File: src/rtl/aep_mem_arb_if.sv
// aep_mem_arb_if: the two client request ports and the shared response bus
// of the aep memory arbiter.
//   req0_* / req1_* : valid, we, addr, wdata from each client; ready back
//   rsp0_valid / rsp1_valid : one-cycle response pulse for the accepted client
//   rsp_err / rsp_rdata     : shared response payload, valid with the pulse
// master = client side (drives requests), slave = arbiter side.
interface aep_mem_arb_if #(
  parameter int DW = 2,
  parameter int AW = 3
);
  logic          req0_valid;
  logic          req0_we;
  logic [AW-1:0] req0_addr;
  logic [DW-1:0] req0_wdata;
  logic          req0_ready;

  logic          req1_valid;
  logic          req1_we;
  logic [AW-1:0] req1_addr;
  logic [DW-1:0] req1_wdata;
  logic          req1_ready;

  logic          rsp0_valid;
  logic          rsp1_valid;
  logic          rsp_err;
  logic [DW-1:0] rsp_rdata;

  modport master (
    output req0_valid, req0_we, req0_addr, req0_wdata,
    output req1_valid, req1_we, req1_addr, req1_wdata,
    input  req0_ready, req1_ready,
    input  rsp0_valid, rsp1_valid, rsp_err, rsp_rdata
  );

  modport slave (
    input  req0_valid, req0_we, req0_addr, req0_wdata,
    input  req1_valid, req1_we, req1_addr, req1_wdata,
    output req0_ready, req1_ready,
    output rsp0_valid, rsp1_valid, rsp_err, rsp_rdata
  );
endinterface

File: src/rtl/aep_mem_arb.sv
// aep_mem_arb: two-requester round-robin arbiter in front of a DEPTH x DW
// register-file memory with bounds checking and an error counter.
//   clk, rst_n : clock and asynchronous active-low reset
//   bus        : request/response interface (slave side)
//   clr_err    : synchronous clear of err_cnt / err_sticky
//   err_cnt    : saturating count of out-of-range accesses
//   err_sticky : set by any out-of-range access until cleared
module aep_mem_arb #(
  parameter int DW    = 2,
  parameter int AW    = 3,
  parameter int DEPTH = 2
) (
  input  logic         clk,
  input  logic         rst_n,
  aep_mem_arb_if.slave bus,
  input  logic         clr_err,
  output logic [7:0]   err_cnt,
  output logic         err_sticky
);

  logic [DW-1:0] mem_q [DEPTH];
  logic [DW-1:0] mem_d [DEPTH];
  logic          last_gnt_q, last_gnt_d;
  logic          rsp0_valid_q, rsp0_valid_d;
  logic          rsp1_valid_q, rsp1_valid_d;
  logic          rsp_err_q, rsp_err_d;
  logic [DW-1:0] rsp_rdata_q, rsp_rdata_d;
  logic [7:0]    err_cnt_q, err_cnt_d;
  logic          err_sticky_q, err_sticky_d;

  logic          gnt0, gnt1, accept;
  logic          sel_we, in_range;
  logic [AW-1:0] sel_addr;
  logic [DW-1:0] sel_wdata, rd_word;
  logic [7:0]    err_base;

  // last_gnt_q = 1 means req1 was accepted most recently, so req0 wins a tie.
  always_comb begin
    gnt0 = bus.req0_valid & (~bus.req1_valid | last_gnt_q);
    gnt1 = bus.req1_valid & (~bus.req0_valid | ~last_gnt_q);
  end

  assign bus.req0_ready = gnt0;
  assign bus.req1_ready = gnt1;

  // Address decode compares the whole zero-extended address, and the array
  // is selected by exact match, so out-of-range addresses never alias.
  always_comb begin
    accept    = gnt0 | gnt1;
    sel_we    = gnt1 ? bus.req1_we    : bus.req0_we;
    sel_addr  = gnt1 ? bus.req1_addr  : bus.req0_addr;
    sel_wdata = gnt1 ? bus.req1_wdata : bus.req0_wdata;
    in_range  = 32'(sel_addr) < 32'(DEPTH);
    rd_word   = '0;
    for (int i = 0; i < DEPTH; i++) begin
      if (32'(sel_addr) == 32'(i)) rd_word = mem_q[i];
    end
  end

  always_comb begin
    mem_d        = mem_q;
    last_gnt_d   = last_gnt_q;
    rsp0_valid_d = gnt0;
    rsp1_valid_d = gnt1;
    rsp_err_d    = accept & ~in_range;
    rsp_rdata_d  = (accept & ~sel_we & in_range) ? rd_word : '0;
    // Clear applies first so a simultaneous error still counts as one.
    err_base     = clr_err ? 8'd0 : err_cnt_q;
    err_cnt_d    = err_base;
    err_sticky_d = clr_err ? 1'b0 : err_sticky_q;
    if (accept) begin
      last_gnt_d = gnt1;
      if (in_range) begin
        if (sel_we) begin
          for (int i = 0; i < DEPTH; i++) begin
            if (32'(sel_addr) == 32'(i)) mem_d[i] = sel_wdata;
          end
        end
      end else begin
        err_sticky_d = 1'b1;
        if (err_base != 8'hFF) err_cnt_d = err_base + 8'd1;
      end
    end
  end

  always_ff @(posedge clk or negedge rst_n) begin
    if (!rst_n) begin
      for (int i = 0; i < DEPTH; i++) mem_q[i] <= '0;
      last_gnt_q   <= 1'b1;
      rsp0_valid_q <= 1'b0;
      rsp1_valid_q <= 1'b0;
      rsp_err_q    <= 1'b0;
      rsp_rdata_q  <= '0;
      err_cnt_q    <= 8'd0;
      err_sticky_q <= 1'b0;
    end else begin
      for (int i = 0; i < DEPTH; i++) mem_q[i] <= mem_d[i];
      last_gnt_q   <= last_gnt_d;
      rsp0_valid_q <= rsp0_valid_d;
      rsp1_valid_q <= rsp1_valid_d;
      rsp_err_q    <= rsp_err_d;
      rsp_rdata_q  <= rsp_rdata_d;
      err_cnt_q    <= err_cnt_d;
      err_sticky_q <= err_sticky_d;
    end
  end

  assign bus.rsp0_valid = rsp0_valid_q;
  assign bus.rsp1_valid = rsp1_valid_q;
  assign bus.rsp_err    = rsp_err_q;
  assign bus.rsp_rdata  = rsp_rdata_q;
  assign err_cnt        = err_cnt_q;
  assign err_sticky     = err_sticky_q;

endmodule

File: src/flat_wrapper.sv
// flat-port wrapper written by rule: the top's interface ports become plain ports
module aep_mem_arb_flat 
#(
  parameter int DW    = 2,
  parameter int AW    = 3,
  parameter int DEPTH = 2
)
  (clk, rst_n, clr_err, err_cnt, err_sticky, bus_req0_valid, bus_req0_we, bus_req0_addr, bus_req0_wdata, bus_req1_valid, bus_req1_we, bus_req1_addr, bus_req1_wdata, bus_req0_ready, bus_req1_ready, bus_rsp0_valid, bus_rsp1_valid, bus_rsp_err, bus_rsp_rdata);
  aep_mem_arb_if #(.DW(DW), .AW(AW)) bus_i ();
  input  logic clk;
  input  logic rst_n;
  input  logic clr_err;
  output logic [7:0] err_cnt;
  output logic err_sticky;
  input wire logic [$bits(bus_i.req0_valid)-1:0] bus_req0_valid;
  input wire logic [$bits(bus_i.req0_we)-1:0] bus_req0_we;
  input wire logic [$bits(bus_i.req0_addr)-1:0] bus_req0_addr;
  input wire logic [$bits(bus_i.req0_wdata)-1:0] bus_req0_wdata;
  input wire logic [$bits(bus_i.req1_valid)-1:0] bus_req1_valid;
  input wire logic [$bits(bus_i.req1_we)-1:0] bus_req1_we;
  input wire logic [$bits(bus_i.req1_addr)-1:0] bus_req1_addr;
  input wire logic [$bits(bus_i.req1_wdata)-1:0] bus_req1_wdata;
  output wire logic [$bits(bus_i.req0_ready)-1:0] bus_req0_ready;
  output wire logic [$bits(bus_i.req1_ready)-1:0] bus_req1_ready;
  output wire logic [$bits(bus_i.rsp0_valid)-1:0] bus_rsp0_valid;
  output wire logic [$bits(bus_i.rsp1_valid)-1:0] bus_rsp1_valid;
  output wire logic [$bits(bus_i.rsp_err)-1:0] bus_rsp_err;
  output wire logic [$bits(bus_i.rsp_rdata)-1:0] bus_rsp_rdata;
  assign bus_i.req0_valid = bus_req0_valid;
  assign bus_i.req0_we = bus_req0_we;
  assign bus_i.req0_addr = bus_req0_addr;
  assign bus_i.req0_wdata = bus_req0_wdata;
  assign bus_i.req1_valid = bus_req1_valid;
  assign bus_i.req1_we = bus_req1_we;
  assign bus_i.req1_addr = bus_req1_addr;
  assign bus_i.req1_wdata = bus_req1_wdata;
  assign bus_req0_ready = bus_i.req0_ready;
  assign bus_req1_ready = bus_i.req1_ready;
  assign bus_rsp0_valid = bus_i.rsp0_valid;
  assign bus_rsp1_valid = bus_i.rsp1_valid;
  assign bus_rsp_err = bus_i.rsp_err;
  assign bus_rsp_rdata = bus_i.rsp_rdata;
  aep_mem_arb #(.DW(DW), .AW(AW), .DEPTH(DEPTH)) u_core (.clk(clk), .rst_n(rst_n), .bus(bus_i), .clr_err(clr_err), .err_cnt(err_cnt), .err_sticky(err_sticky));
endmodule
File: config.mk
export PLATFORM = sky130hd
export DESIGN_NAME = aep_mem_arb_flat
export DESIGN_NICKNAME = d
export VERILOG_FILES = /design/src/rtl/aep_mem_arb_if.sv /design/src/rtl/aep_mem_arb.sv /design/src/flat_wrapper.sv
export SDC_FILE = /design/constraint.sdc
export NUM_CORES = 1
export LEC_CHECK = 0
export ABC_CLOCK_PERIOD_IN_PS = 1630
export BUFFER_PORTS_ARGS = -buffer_cell sky130_fd_sc_hd__clkbuf_2
export CAP_MARGIN = 10
export CORE_MARGIN = 3
export CORE_UTILIZATION = 48
export DETAILED_ROUTE_END_ITERATION = 16
export PLACE_DENSITY = 0.77
export SLEW_MARGIN = 20
export SYNTH_ARGS = -nofsm -noshare
export SYNTH_HDL_FRONTEND = slang
export SYNTH_SLANG_ARGS = --single-unit
File: constraint.sdc
create_clock -name clk -period 1.63 [get_ports clk]
set_input_delay 0.2445 -clock clk [delete_from_list [all_inputs] [get_ports clk]]
set_output_delay 0.2445 -clock clk [all_outputs]
set_load 0.01 [all_outputs]
### After elaboration in Yosys (flattened, before gate mapping)

Cells that the tools add are included.
Widths: inputs -> output; s select.

* logic and storage cells: 42
* output and inout bits: 16
* input bits: 17
* bits in registers: 19

* mux-type cells: 13
* equal/unequal tests: 2
* order comparisons: 1
* $add $sub $neg: 1
* reductions and logical operators: 3
* bitwise gates (word level): 13

Operators with widths (count)
* $mux 8: 4
* $add 8x1->8 const B: 1
* $mux 2: 4
* $ne 8x8->1 const B: 1
* $reduce_and 4->1: 2
* $and 1x1->1: 5
* $not 1->1: 5
* $mux 1: 4
* $eq 3x1->1 const B: 1
* $logic_not 3->1: 1
* $lt 3x2->1 const B: 1
* $mux 3: 1
* $or 1x1->1: 3

### Longest topological paths before layout

Gate-level depths: netlist of run 1.

* depth after elaboration: 8
* depth in mapped cells: 6
* depth with buffers taken out: 4

### Least setup slack after synthesis of run 1

OpenSTA, ideal clock, no wires.

* path kind: register -> register
* start point: reg u_core.last_gnt_q
* end point: reg u_core.err_cnt_q[7], in the netlist u_core.err_cnt[7]
* clock period less this slack: 1.475 ns
* cell stages (with the launch flop): 7
* data arrival time: 1.353 ns
* setup time: 0.121 ns
* setup slack: 0.155 ns
* data required time: 1.509 ns
* path through: dfstp_2 a21boi_2 buf_6 a32o_2 buf_6 a41oi_1 nor2_1

* longest elaborated chain between the ends: 7
* elaborated cells between the ends (all ways): 10
* those cells by class: order compare (1); mux (3); bitwise (6)

Ends and longest elaborated chain
* start, declared: RTL line aep_mem_arb.sv:23 `logic last_gnt_q, last_gnt_d;`
* start signal, assigned: RTL line aep_mem_arb.sv:98 `last_gnt_q <= last_gnt_d;`
* $not 1->1 (*): RTL line aep_mem_arb.sv:40 `gnt1 = bus.req1_valid & (~bus.req0_valid | ~last_gnt_q);`
* $or 1x1->1 (*): RTL line aep_mem_arb.sv:40
* $and 1x1->1 (*): RTL line aep_mem_arb.sv:40
* net bus_req1_ready: RTL line flat_wrapper.sv:24 `output wire logic [$bits(bus_i.req1_ready)-1:0] bus_req1_ready;`
* $mux 3: RTL line aep_mem_arb.sv:51 `sel_addr = gnt1 ? bus.req1_addr : bus.req0_addr;`
* $lt 3x2->1: RTL line aep_mem_arb.sv:53 `in_range = 32'(sel_addr) < 32'(DEPTH);`
* $mux 8: RTL line aep_mem_arb.sv:73 `if (in_range) begin`
* $mux 8 (*): RTL line aep_mem_arb.sv:71 `if (accept) begin`
* net u_core.err_cnt_d[7]: RTL line aep_mem_arb.sv:28 `logic [7:0] err_cnt_q, err_cnt_d;`
* end signal, assigned: RTL line aep_mem_arb.sv:103 `err_cnt_q <= err_cnt_d;`
* end, declared: RTL line aep_mem_arb.sv:28

Mark *: on every way through the listed nets, which the timed path passes. The rest lies on a longest branch.
A chain may end at the register's enable or synchronous reset.

### Worst setup path after layout of run 1

* start point: reg u_core.last_gnt_q
* end point: reg u_core.err_cnt_q[4], in the netlist u_core.err_cnt[4]

* longest elaborated chain between the ends: 7
* elaborated cells between the ends (all ways): 10
* those cells by class: order compare (1); mux (3); bitwise (6)

Ends and longest elaborated chain (RTL line)
* $not 1->1: aep_mem_arb.sv:40
* $or 1x1->1: aep_mem_arb.sv:40
* $and 1x1->1: aep_mem_arb.sv:40
* $mux 3: aep_mem_arb.sv:51
* $lt 3x2->1: aep_mem_arb.sv:53
* $mux 8: aep_mem_arb.sv:73
* $mux 8 (*): aep_mem_arb.sv:71
* net u_core.err_cnt_d[4]: aep_mem_arb.sv:28

Marks and branches as above.

==> run summary, run 1 <==
In this run the clock root is driven by a sky130_fd_sc_hd__clkbuf_4. The sum of internal, switching and leakage power is 1.09 mW. By area the synthesized netlist is led by sky130_fd_sc_hd__dfrtp_1 46%, sky130_fd_sc_hd__mux2_2 9.2%, sky130_fd_sc_hd__nor2_1 3.9%, sky130_fd_sc_hd__mux2i_1 3.1%, sky130_fd_sc_hd__dfstp_2 2.7%. The per-cell routed wire length is 14.0 µm. The number of antenna violations at the first check in global routing is 0.

The final non-filler cell area came out at 0.00123 mm². In this run the worst setup path begins at u_core.last_gnt_q. In this run the worst setup path terminates at u_core.err_cnt[4]. The congestion estimate from routability-driven global placement came to 0.849. In the synthesized netlist the dominant register cell turns out to be sky130_fd_sc_hd__dfrtp_1. Setup violations remaining at the end of the flow were counted as 0.

The starting utilization of the core area came out at 53.5%. The number of iterations in the first detailed-routing pass came out at 4. The width of the chip is 51.1 µm. The number of buffers created by CTS came out at 3.

The commonest cells after synthesis are 18 x sky130_fd_sc_hd__dfrtp_1, 10 x sky130_fd_sc_hd__nor2_1, 8 x sky130_fd_sc_hd__mux2_2. The final clock skew is 5.32 ps. The largest fanout on the critical path is 12. In this run the number of H-tree levels came out at 1. The overall via count from detail_route is 855. The count of state elements after synthesis is 19.

Of the total synthesized cell area, the portion taken by full adders, half adders and majority gates is 0%. The number of nets in the layout came out at 145. Summing all placed instances gives a cell area of 0.00116 mm². The number of maximum-capacitance constraint violations is 0. The synthesis-to-finish area growth is 26.2%.

The layout cell share with drive strength beyond 1 came out at 46.5%. The combined global-route utilization of all metal layers is 17.5%. The floorplan step defined a die boundary enclosing 0.00261 mm². The analysis attributes to cell leakage a power of 0.591 nW. The share of the cycle needed by the critical path after routing came out at 97.7%. The synthesized netlist devotes 14.9% of its cell area to simple gates. The number of buffer cells added on primary ports is 32. Setup repair after global routing could not meet its margin everywhere. The net count after synthesis is 105. The number of cells on the worst reg-to-reg path came out at 5.

After clock tree synthesis, the clock-pin slew on the worst setup and hold paths is 110 ps. The die boundary height came out at 51.1 µm. STA classifies the critical path endpoint as a flop. The number of standard-cell rows in the floorplan is 15. The worst register-to-register path begins at u_core.last_gnt_q. The setup check on the worst reg-to-reg path leaves a slack of 40 ps. The multiplexer share of the synthesized area came out at 12.3%.

In this run the tightest slew margin relative to its limit is 69.9%. In the synthesized netlist the async set-or-reset flop fraction comes to 100%. The number of diodes is 0.

The clock net sink count came out at 19. The worst endpoint required time is 1830 ps. The maximum number of pins on one net before global-route repair came out at 20. The number of violations reported at the end of detailed-routing iteration 0 is 20. The area share of the largest cell type after synthesis is 46.2%. The minimum setup slack in the final design came out at 37.4 ps.

The final setup TNS is 0 ps. The achievable frequency came out at 0.628 GHz. In this run the deepest clock path goes through 2 buffers.

Data arrives at the worst endpoint at 1790 ps. For this run the aggregate overflow at the end of global routing stands at 0. The nature of the critical path startpoint is a flop. The half-perimeter wire length after placement is 1.55 mm.

The minimum clock period after layout is 1590 ps. The TritonCTS clock tree is yes. The post-detailed-routing wire length came out at 2.12 mm. The worst setup path is of the flop to flop kind. The number of nets still failing antenna checks after routing is 0. The worst IR drop on VDD is 621 µV. The via count of the first global-routing pass is 813. The post-synthesis cell type with the largest combined area is sky130_fd_sc_hd__dfrtp_1. By area, the combinational part of the netlist is dominated by compound AO/OA/AOI/OAI gates. A synthesized cell averages 11.1 µm².

The post-synthesis sequential area ratio is 48.9%. The netlist area before placement came out at 975 µm². The compound-cell area share of the yosys netlist came out at 19.3%. The worst register-to-register path ends at u_core.err_cnt[4]. The remaining routing DRC violations is 0. The pin slew with the least headroom to its limit came out at 452 ps.

The final-report max-slew violation count came to 0. The clock latency at the later pin of the worst-skew pair came out at 290 ps. The number of hold violations in the final report is 0.

The number of top-level design ports is 33. The number of flops mapped to enable cells by yosys came out at 0. The floorplan core area came out at 0.00182 mm². The xor and xnor fraction of the mapped netlist area is 0.899%. Power spread over the standard cell area amounts to 886 mW/mm².

The count of yosys warnings during synthesis came out at 0. The worst slack at placement came out at 22.6 ps. The path class of the lowest-slack min-delay path is input port to flop.

The via density per instance came out at 5.63. The first global-routing pass estimated 3.47 mm of wire. The count of mapped cells out of synthesis is 88. The number of distinct standard cells referenced by the synthesized netlist came out at 34. The flow ran to the end, and the final reports show no timing, DRC or antenna violations.

Yosys instantiated no cell more often than sky130_fd_sc_hd__dfrtp_1.
kinds of logic after synthesis:
group	Yosys count
xor+xnor	1
compound gates	24
flops	19
mux	11
simple gates	28
buf+inv	5
routing by layer:
metal,part of all wire (%),track usage (%),up-vias,wire (µm)
met5,0,0,-,0
met4,1.8,8.07,0,38
met3,3.7,2.92,6,79
met2,53,30.7,23,1120
met1,42,20.6,415,886
li1,-,-,411,-
power breakdown:
group          switching (mW)  total, mW  leakage (nW)  internal (mW)
clock                   0.140      0.231        0.0177         0.0911
combinational           0.142      0.283         0.330          0.141
sequential             0.0369      0.576         0.243          0.539
total                   0.319       1.09         0.591          0.771
placed cells by master, fill, tap and decap left out, types with 2 or more instances in the layout:
master	Yosys	routed
sky130_fd_sc_hd__clkbuf_2	1	32
sky130_fd_sc_hd__dfrtp_1	18	18
sky130_fd_sc_hd__nor2_1	10	10
sky130_fd_sc_hd__mux2_2	8	8
sky130_fd_sc_hd__a21oi_1	5	5
sky130_fd_sc_hd__buf_4	0	5
sky130_fd_sc_hd__a22oi_1	3	3
sky130_fd_sc_hd__nand2_1	3	3
sky130_fd_sc_hd__and3_1	3	3
sky130_fd_sc_hd__mux2i_1	3	3
sky130_fd_sc_hd__a41oi_1	3	3
sky130_fd_sc_hd__clkbuf_4	0	3
sky130_fd_sc_hd__nor3b_1	2	2
sky130_fd_sc_hd__nor3_1	2	2
sky130_fd_sc_hd__a21oi_2	2	2
sky130_fd_sc_hd__a31oi_1	2	2
sky130_fd_sc_hd__a211oi_2	0	2
flip-flops by register name (all words and copies together), names as in the netlist:
name / cells
u_core.err_cnt: 8
u_core.mem_q: 4
u_core.bus.rsp_rdata: 2
u_core.bus.rsp0_valid: 1
u_core.bus.rsp1_valid: 1
u_core.bus.rsp_err: 1
u_core.err_sticky: 1
u_core.last_gnt_q: 1
cell type report:
type	count	area, µm²
flip-flops and latches	19	477
multi-input cells	64	472
clock buffers	3	22.5
inverters	1	3.75
clock inverters	1	5.00
well taps	25	31.3
fillers	155	591
repair buffers	39	219
how the worst min path moves through the flow:
| stage | from | endpoint | slack (ps) | depth (start not counted) |
|---|---|---|---|---|
| 2_1_floorplan | rst_n | u_core.bus.rsp0_valid | -50 | 0 |
| 3_3_place_gp | rst_n | u_core.bus.rsp0_valid | 210 | 1 |
| 3_5_place_dp | rst_n | u_core.bus.rsp1_valid | 220 | 1 |
| 4_1_cts | bus_req0_valid | u_core.last_gnt_q | 160 | 2 |
| 5_1_grt | bus_req0_valid | u_core.last_gnt_q | 160 | 2 |
| 6_report | bus_req0_valid | u_core.last_gnt_q | 170 | 2 |
through the flow:
stage               hold WS (ps)  util [%]  std cells
floorplan                  -51.1         -         88
global placement             211      63.9        145
detailed placement           217      63.9        145
CTS                          159      66.0        150
global route                 164      67.6        152
finish                       166      67.6        152
critical path, cell delays in order (launching register included):
cell and delay [ps]:
sky130_fd_sc_hd__dfstp_2 570, sky130_fd_sc_hd__or2b_1 150, sky130_fd_sc_hd__a32o_2 340, sky130_fd_sc_hd__buf_4 170, sky130_fd_sc_hd__a21oi_2 40, sky130_fd_sc_hd__a311oi_2 230
what timing repair did:
| item | in CTS | in global routing |
|---|---|---|
| setup buffers | 0 | 2 |
| endpoints found under the hold margin | 18 | 0 |
| gates resized for setup | 0 | 3 |
| pin swaps | 1 | 3 |
| setup endpoints to repair | 1 | 9 |
| hold buffers | 1 | 0 |
(Power assumes the default switching activity.)
==> run 2: changes to the inputs <==
ABC_AREA = 1   (was unset)
CORE_UTILIZATION = 50   (was 48)
PLACE_DENSITY = 0.78   (was 0.77)
==> run summary, run 2 <==
The final route contains 1027 vias. The power share of the combinational group came out at 23.2%. For this run, the number of Yosys warnings is 0.

At the worst endpoint, the required time is 1390 ps. The run finished with clean final reports. Along the worst path, the maximum fanout reaches 4. After clock tree synthesis, the clock-pin slew on the worst setup and hold paths is 100 ps.

After detailed routing, the number of remaining DRC violations is 0. Traced cell by cell, the critical path runs through nand2_2 > o21ai_1 > clkbuf_2. The post-synthesis sequential area ratio is 42.5%. Before antenna repair, the detailed router went through 2 iterations. The switching share of power is 31.8%. In this run the tool buffered the top-level ports with 32 buffer cells. The area share of the largest cell type after synthesis came out at 40.2%. The part of the total power dissipated in the clock network came out at 21.9%.

Synthesis handed over a netlist of 146 instances. The min-delay analysis places its worst path in the category input port to flop. For this run, asynchronously set or reset flops after synthesis account for 100%. The buffer and inverter count on the worst path came out at 1. Routability-driven placement finished with a final weighted congestion of 0.777. The nature of the critical path startpoint is a flop.

By area the synthesized netlist is led by sky130_fd_sc_hd__dfrtp_1 40%, sky130_fd_sc_hd__nand2_1 16%, sky130_fd_sc_hd__nand3_1 6.3%, sky130_fd_sc_hd__inv_1 6.0%, sky130_fd_sc_hd__nand2_4 4.0%. The class of the most critical setup path is flop to output pin. The fraction of the mapped netlist area in simple logic gates came out at 43.8%. The number of hold violations in the final report came out at 0. Of all cell types, the one taking the most synthesized area is sky130_fd_sc_hd__dfrtp_1. Final hold analysis gives a worst-case slack of 243 ps. The achievable frequency came out at 0.671 GHz. The leakage power figure came out at 0.737 nW.

The commonest non-fill, non-tap cell in the layout is sky130_fd_sc_hd__nand2_1. In the synthesized netlist the dominant register cell turns out to be sky130_fd_sc_hd__dfrtp_1. For this run, the post-layout net count is 201. The TritonCTS clock tree is yes. The die boundary height came out at 53.4 µm. Clock skew on the completed layout was measured at 3.94 ps.

The cell with the most instances after synthesis is sky130_fd_sc_hd__nand2_1. The floorplan core area came out at 0.00204 mm². The number of top-level design ports is 33. The starting utilization of the core area is 54.9%.

The via density per instance came out at 4.89. The total overflow left after global routing is 0. The maximum number of pins on one net before global-route repair came out at 20.

The number of clock buffers added by TritonCTS is 3. The final setup TNS came out at 0 ps. The die area is 0.00285 mm². The number of flip-flops in the largest register came out at 8.

The per-cell routed wire length is 10.0 µm. The post-detailed-routing wire length is 2.11 mm. The number of maximum-capacitance constraint violations came out at 0.

After Yosys synthesis, XOR and XNOR cells account for 0% of the synthesized area. The power per unit of standard cell area is 782 mW/mm². Headroom to the max-slew limit came out at 69.2%. The die is 53.4 µm wide. The netlist area before placement came out at 0.00112 mm².

The internal power of the cells totals 0.721 mW. Across the VDD grid, the largest voltage drop is 640 µV. Cells with a size suffix above 1 make up 33.9% of the layout.

The net count after synthesis is 163. STA classifies the critical path endpoint as an output pin. The first-pass GRT wire length came out at 3.84 mm. The via count of the first global-routing pass came to 981.

The category of cells accounting for the largest share of critical-path delay is flip-flops. The maximum clock path buffer count is 2. The slowest stage of the critical path belongs to the cell sky130_fd_sc_hd__dfstp_2.

The number of diodes came out at 0. The number of antenna violations at the first check in global routing came out at 0. The post-CTS setup-driven buffer insertion count is 0. Compared with the post-synthesis result, the final layout area differs by 20.5%.

By area, the combinational part of the netlist is dominated by simple AND/OR/NAND/NOR gates. In the global route stage, overall resource usage came out at 18.4%. The synthesized netlist devotes 0% of its cell area to adder and majority cells. The detail route stage leaves a number of antenna-violating nets equal to 0. The compound-cell area share of the yosys netlist came out at 5.25%. Of the total power, registers draw 54.9%. The net switching power figure is 0.336 mW. The worst path arrival time came out at 1250 ps. The number of standard-cell rows in the floorplan is 16. The average cell area after synthesis came out at 7.68 µm². The final-report max-slew violation count came to 0. The clock root buffer master is sky130_fd_sc_hd__clkbuf_4.

The share of the cycle needed by the critical path after routing is 91.4%. Setup repair after global routing left no endpoint under its margin. The half-perimeter wire length after placement came out at 1.75 mm. The number of levels in the clock H-tree is 1. The number of distinct standard cells referenced by the synthesized netlist came out at 25.

The pin slew with the least headroom to its limit came out at 463 ps. The multiplexer share of the synthesized area is 0%. The number of failing setup endpoints in the final timing report is 0. The count of state elements after synthesis is 19. The clock latency at the later pin of the worst-skew pair is 290 ps. Leaving out fill and tap cells, the most frequent cells in the layout are 48 x sky130_fd_sc_hd__nand2_1, 32 x sky130_fd_sc_hd__clkbuf_2, 18 x sky130_fd_sc_hd__inv_1, 18 x sky130_fd_sc_hd__dfrtp_1, 14 x sky130_fd_sc_hd__nand3_1.

The stage delay of the slowest cell on the critical path came out at 550 ps. Clock tree synthesis found a total of 19 sinks. The number of flops mapped to enable cells by yosys came out at 0.

Counting instances in the post-synthesis netlist gives the leading cell types as 48 x sky130_fd_sc_hd__nand2_1, 18 x sky130_fd_sc_hd__dfrtp_1, 18 x sky130_fd_sc_hd__inv_1. The routed design could run at a clock period as short as 1490 ps. The number of violations reported at the end of detailed-routing iteration 0 came out at 5.
==> run 2: cell families after synthesis <==
| group | count (synthesis) |
|---|---|
| AOI/OAI and AO/OA | 10 |
| DFF | 19 |
| and+or+nand+nor | 94 |
| buffers and inverters | 23 |
==> run 2: what timing repair did <==
item | 4_1_cts | 5_1_grt
setup endpoints to repair | 0 | 1
endpoints found under the hold margin | 18 | 0
hold buffers | 1 | 0
resized for setup | 0 | 1
==> run 2: area by class of cell <==
| type | instances | area (µm²) |
|---|---|---|
| inverter | 23 | 95.1 |
| fill | 201 | 691 |
| timing repair buffer | 33 | 170 |
| multi-input combinational | 104 | 549 |
| sequential | 19 | 477 |
| clock buffer | 4 | 26.3 |
| tap | 27 | 33.8 |
==> run 2: worst paths after layout <==
| check | startpoint | end | slack [ps] | cells after the start |
|---|---|---|---|---|
| setup reg to reg | u_core.last_gnt_q | u_core.mem_q[0] | 190 | 9 |
| setup / recovery | u_core.last_gnt_q | bus_req0_ready | 140 | 3 |
| hold / removal | bus_req1_valid | u_core.last_gnt_q | 240 | 3 |
| max in group asynchronous | rst_n | u_core.last_gnt_q | 870 | 2 |
| hold reg to reg | u_core.mem_q[2] | u_core.mem_q[2] | 490 | 2 |
| min in group asynchronous | rst_n | u_core.err_cnt[3] | 420 | 2 |
==> run 2: power groups by stage <==
stage	clock (mW)	sequential, mW	combinational, mW
detailed placement	0	0.587	0.250
floorplan	0	0.590	0.151
global placement	0	0.584	0.241
global route	0.260	0.588	0.285
finish	0.231	0.580	0.245
CTS	0.238	0.580	0.251
==> run 2: tightest hold or removal path, stage by stage <==
cell                       delay (ps)
sky130_fd_sc_hd__clkbuf_2         130
sky130_fd_sc_hd__nor2_1           110
sky130_fd_sc_hd__nor2_1            50
==> run 2: metrics by stage <==
step                setup slack [ps]  instances  util [%]  area, µm²  power [mW]
floorplan                        291        146         -       1120       0.741
global placement                 229        205      64.4       1320       0.825
detailed placement               195        205      64.4       1320       0.837
CTS                              102        210      66.2       1350        1.07
global route                    20.0        210      66.2       1350        1.13
finish                           140        210      66.2       1350        1.06
==> run 2: per-layer routing <==
layer | part of all wire [%] | wire length, µm | track usage [%]
met1 | 42 | 882 | 21.7
met2 | 51 | 1060 | 32.0
met3 | 6.1 | 128 | 2.54
met4 | 1.5 | 31 | 8.94
met5 | 0 | 0 | 0
==> run 3: changes to the inputs <==
MAX_ROUTING_LAYER = met4   (was unset)
==> run summary, run 3 (synthesized netlist as in run 2, its figures left out) <==
The detailed router placed 1027 vias in this run. The die area is 0.00285 mm². Leaving out fill and tap cells, the most frequent cells in the layout are 48 x sky130_fd_sc_hd__nand2_1, 32 x sky130_fd_sc_hd__clkbuf_2, 18 x sky130_fd_sc_hd__inv_1, 18 x sky130_fd_sc_hd__dfrtp_1, 14 x sky130_fd_sc_hd__nand3_1. The achievable frequency came out at 0.671 GHz.

The power per unit of standard cell area came out at 782 mW/mm². The number of antenna violations at the first check in global routing was 0. The minimum setup slack in the final design is 140 ps.

The largest individual stage delay along the critical path comes from the cell sky130_fd_sc_hd__dfstp_2. The layout cell share with drive strength beyond 1 is 33.9%. At the later pin of the worst-skew pair, clock insertion delay measures 290 ps. The part of the total power dissipated in sequential elements is 54.9%. The combined global-route utilization of all metal layers came out at 18.8%. The starting utilization of the core area is 54.9%. The startpoint identified for the worst hold timing path is bus_req1_valid. Row generation in the floorplan step produced 16 rows. The half-perimeter wire length after placement is 1.75 mm.

The number of levels in the clock H-tree came out at 1. The final clock skew is 4.01 ps. Data on the critical path arrives at its endpoint at 1250 ps.

The number of cells on the worst reg-to-reg path is 9. Headroom to the max-slew limit came out at 69.2%. The commonest non-fill, non-tap cell in the layout is sky130_fd_sc_hd__nand2_1. The width of the chip is 53.4 µm. The filler cells instantiated in the layout total 201. The share of the cycle needed by the critical path after routing came out at 91.4%.

The minimum clock period after layout is 1490 ps. Walking the worst path, the cells encountered are nand2_2 > o21ai_1 > clkbuf_2. For this run, the slowest stage of the critical path takes 550 ps. The congestion estimate from routability-driven global placement came to 0.787. The via density per instance is 4.89. The number of flip-flops in the largest register is 8. The clock slew at the register clock pins of the worst setup and hold paths is 100 ps. In this run the critical register-to-register path is launched from u_core.last_gnt_q. Setup violations remaining at the end of the flow were counted as 0. The final-report max-slew violation count is 0. The longest clock path from root to sink contains 2 buffers.

The setup slack of the most critical reg-to-reg path came out at 190 ps. The final setup TNS is 0 ps. The internal power of the cells came out at 0.721 mW. The buffer and inverter count on the worst path is 1.

The worst setup path is launched from a flop. For this design the top-level I/O count stands at 33. The worst slack at placement is 195 ps. Entering global routing, the biggest net connects 20 pins. Of the total power, combinational logic draws 23.2%.

The number of hold violations in the final report is 0. The TritonCTS clock tree is yes. The detail route stage leaves a number of antenna-violating nets equal to 0. The final layout contains 201 nets. TritonCTS created 3 clock buffers. For hold timing, the worst endpoint is u_core.last_gnt_q. In this run the worst hold path is classified as input port to flop. The number of iterations in the first detailed-routing pass is 2. The number of buffer cells added on primary ports came out at 32.

The pin slew with the least headroom to its limit is 463 ps. The tree built by TritonCTS fans out to 19 sinks. The net switching power figure is 0.336 mW.

The remaining routing DRC violations is 0. The sum of overflow across all layers after global routing came out at 0. After floorplanning, the core was sized to cover 0.00204 mm². The hold-critical path depth came out at 3.

The first-pass GRT wire length is 3.85 mm. Max-cap violations in this run came to 0. The worst IR drop on VDD is 640 µV. STA classifies the critical path endpoint as an output pin. The worst setup path is of the flop to output pin kind. The run finished with clean final reports. The root buffer cell chosen for the clock tree is sky130_fd_sc_hd__clkbuf_4. The number of setup buffers added after CTS is 0. The category of cells accounting for the largest share of critical-path delay is flip-flops. The synthesis-to-finish area growth came out at 20.5%.

The die boundary height came out at 53.4 µm. After the first detailed-routing iteration, the DRC count stood at 5. The number of diodes is 0. Setup repair after global routing left no endpoint under its margin. The terminus of the critical flop-to-flop path is u_core.mem_q[0]. The worst endpoint required time came out at 1390 ps. The part of the total power dissipated in the clock network is 21.9%. For this block, the routed nets add up to 2.10 mm of wire. Dividing the detail-routed wire length by the instance count gives 10.0 µm.

The via count of the first global-routing pass came out at 980. The largest fanout on the critical path is 4. Summed over all cells, the static leakage comes to 0.737 nW.

The switching share of power came out at 31.8%.
==> run 3: cell counts in the layout (fill, tap and decap cells not counted) <==
No cell type changed its count.
==> run 3: how the worst max path moves through the flow <==
stage	slack, ps	cells past startpoint	to	start
3_3_place_gp	230	7	u_core.err_cnt[5]	u_core.last_gnt_q
6_report	140	3	bus_req0_ready	u_core.last_gnt_q
3_5_place_dp	200	9	u_core.mem_q[0]	u_core.last_gnt_q
2_1_floorplan	290	9	u_core.mem_q[0]	u_core.last_gnt_q
4_1_cts	100	3	bus_req0_ready	u_core.last_gnt_q
5_1_grt	20	3	bus_req0_ready	u_core.last_gnt_q
==> run 3: timing repair <==
item                                    CTS  global route
resized for setup                         0             1
hold buffers                              1             0
hold endpoints to repair                 18             0
endpoints found under the setup margin    0             1
==> run 3: metrics by stage <==
stage | power [mW] | instance area (µm²) | instances | util (%) | hold WS, ps
2_1_floorplan | 0.741 | 1120 | 146 | - | -51.1
3_3_place_gp | 0.825 | 1320 | 205 | 64.4 | 221
3_5_place_dp | 0.837 | 1320 | 205 | 64.4 | 218
4_1_cts | 1.07 | 1350 | 210 | 66.2 | 229
5_1_grt | 1.13 | 1350 | 210 | 66.2 | 253
6_report | 1.06 | 1350 | 210 | 66.2 | 243
==> run 3: metal layers <==
metal  share of wire, %  vias up  wire, µm  global-route usage (%)
li1                   -      539         -                       -
met1                 42      457       882                    21.7
met2                 51       27      1060                    32.0
met3                6.0        4       127                    2.54
met4                1.4        0        29                    8.94
met5                  0        -         0                       -
==> run 3: area by class of cell <==
cell class / instances / area (µm²) / area share, %
Clock buffer: 4 / 26.3 / 1.94
Inverter: 23 / 95.1 / 7.04
Multi-Input combinational cell: 104 / 549 / 40.6
Sequential cell: 19 / 477 / 35.3
Tap cell: 27 / 33.8 / 2.50
Timing Repair Buffer: 33 / 170 / 12.6
==> run 3: tightest hold or removal path, delay by kind of cell <==
kind	cells	cell delay [ps]
buffers and inverters	1	130
AND/OR/NAND/NOR	2	160
==> run 3: power groups by stage <==
| stage | clock, mW | sequential [mW] | combinational [mW] |
|---|---|---|---|
| floorplan | 0 | 0.590 | 0.151 |
| global placement | 0 | 0.584 | 0.241 |
| detailed placement | 0 | 0.587 | 0.250 |
| CTS | 0.238 | 0.580 | 0.251 |
| global route | 0.260 | 0.588 | 0.285 |
| finish | 0.231 | 0.580 | 0.245 |
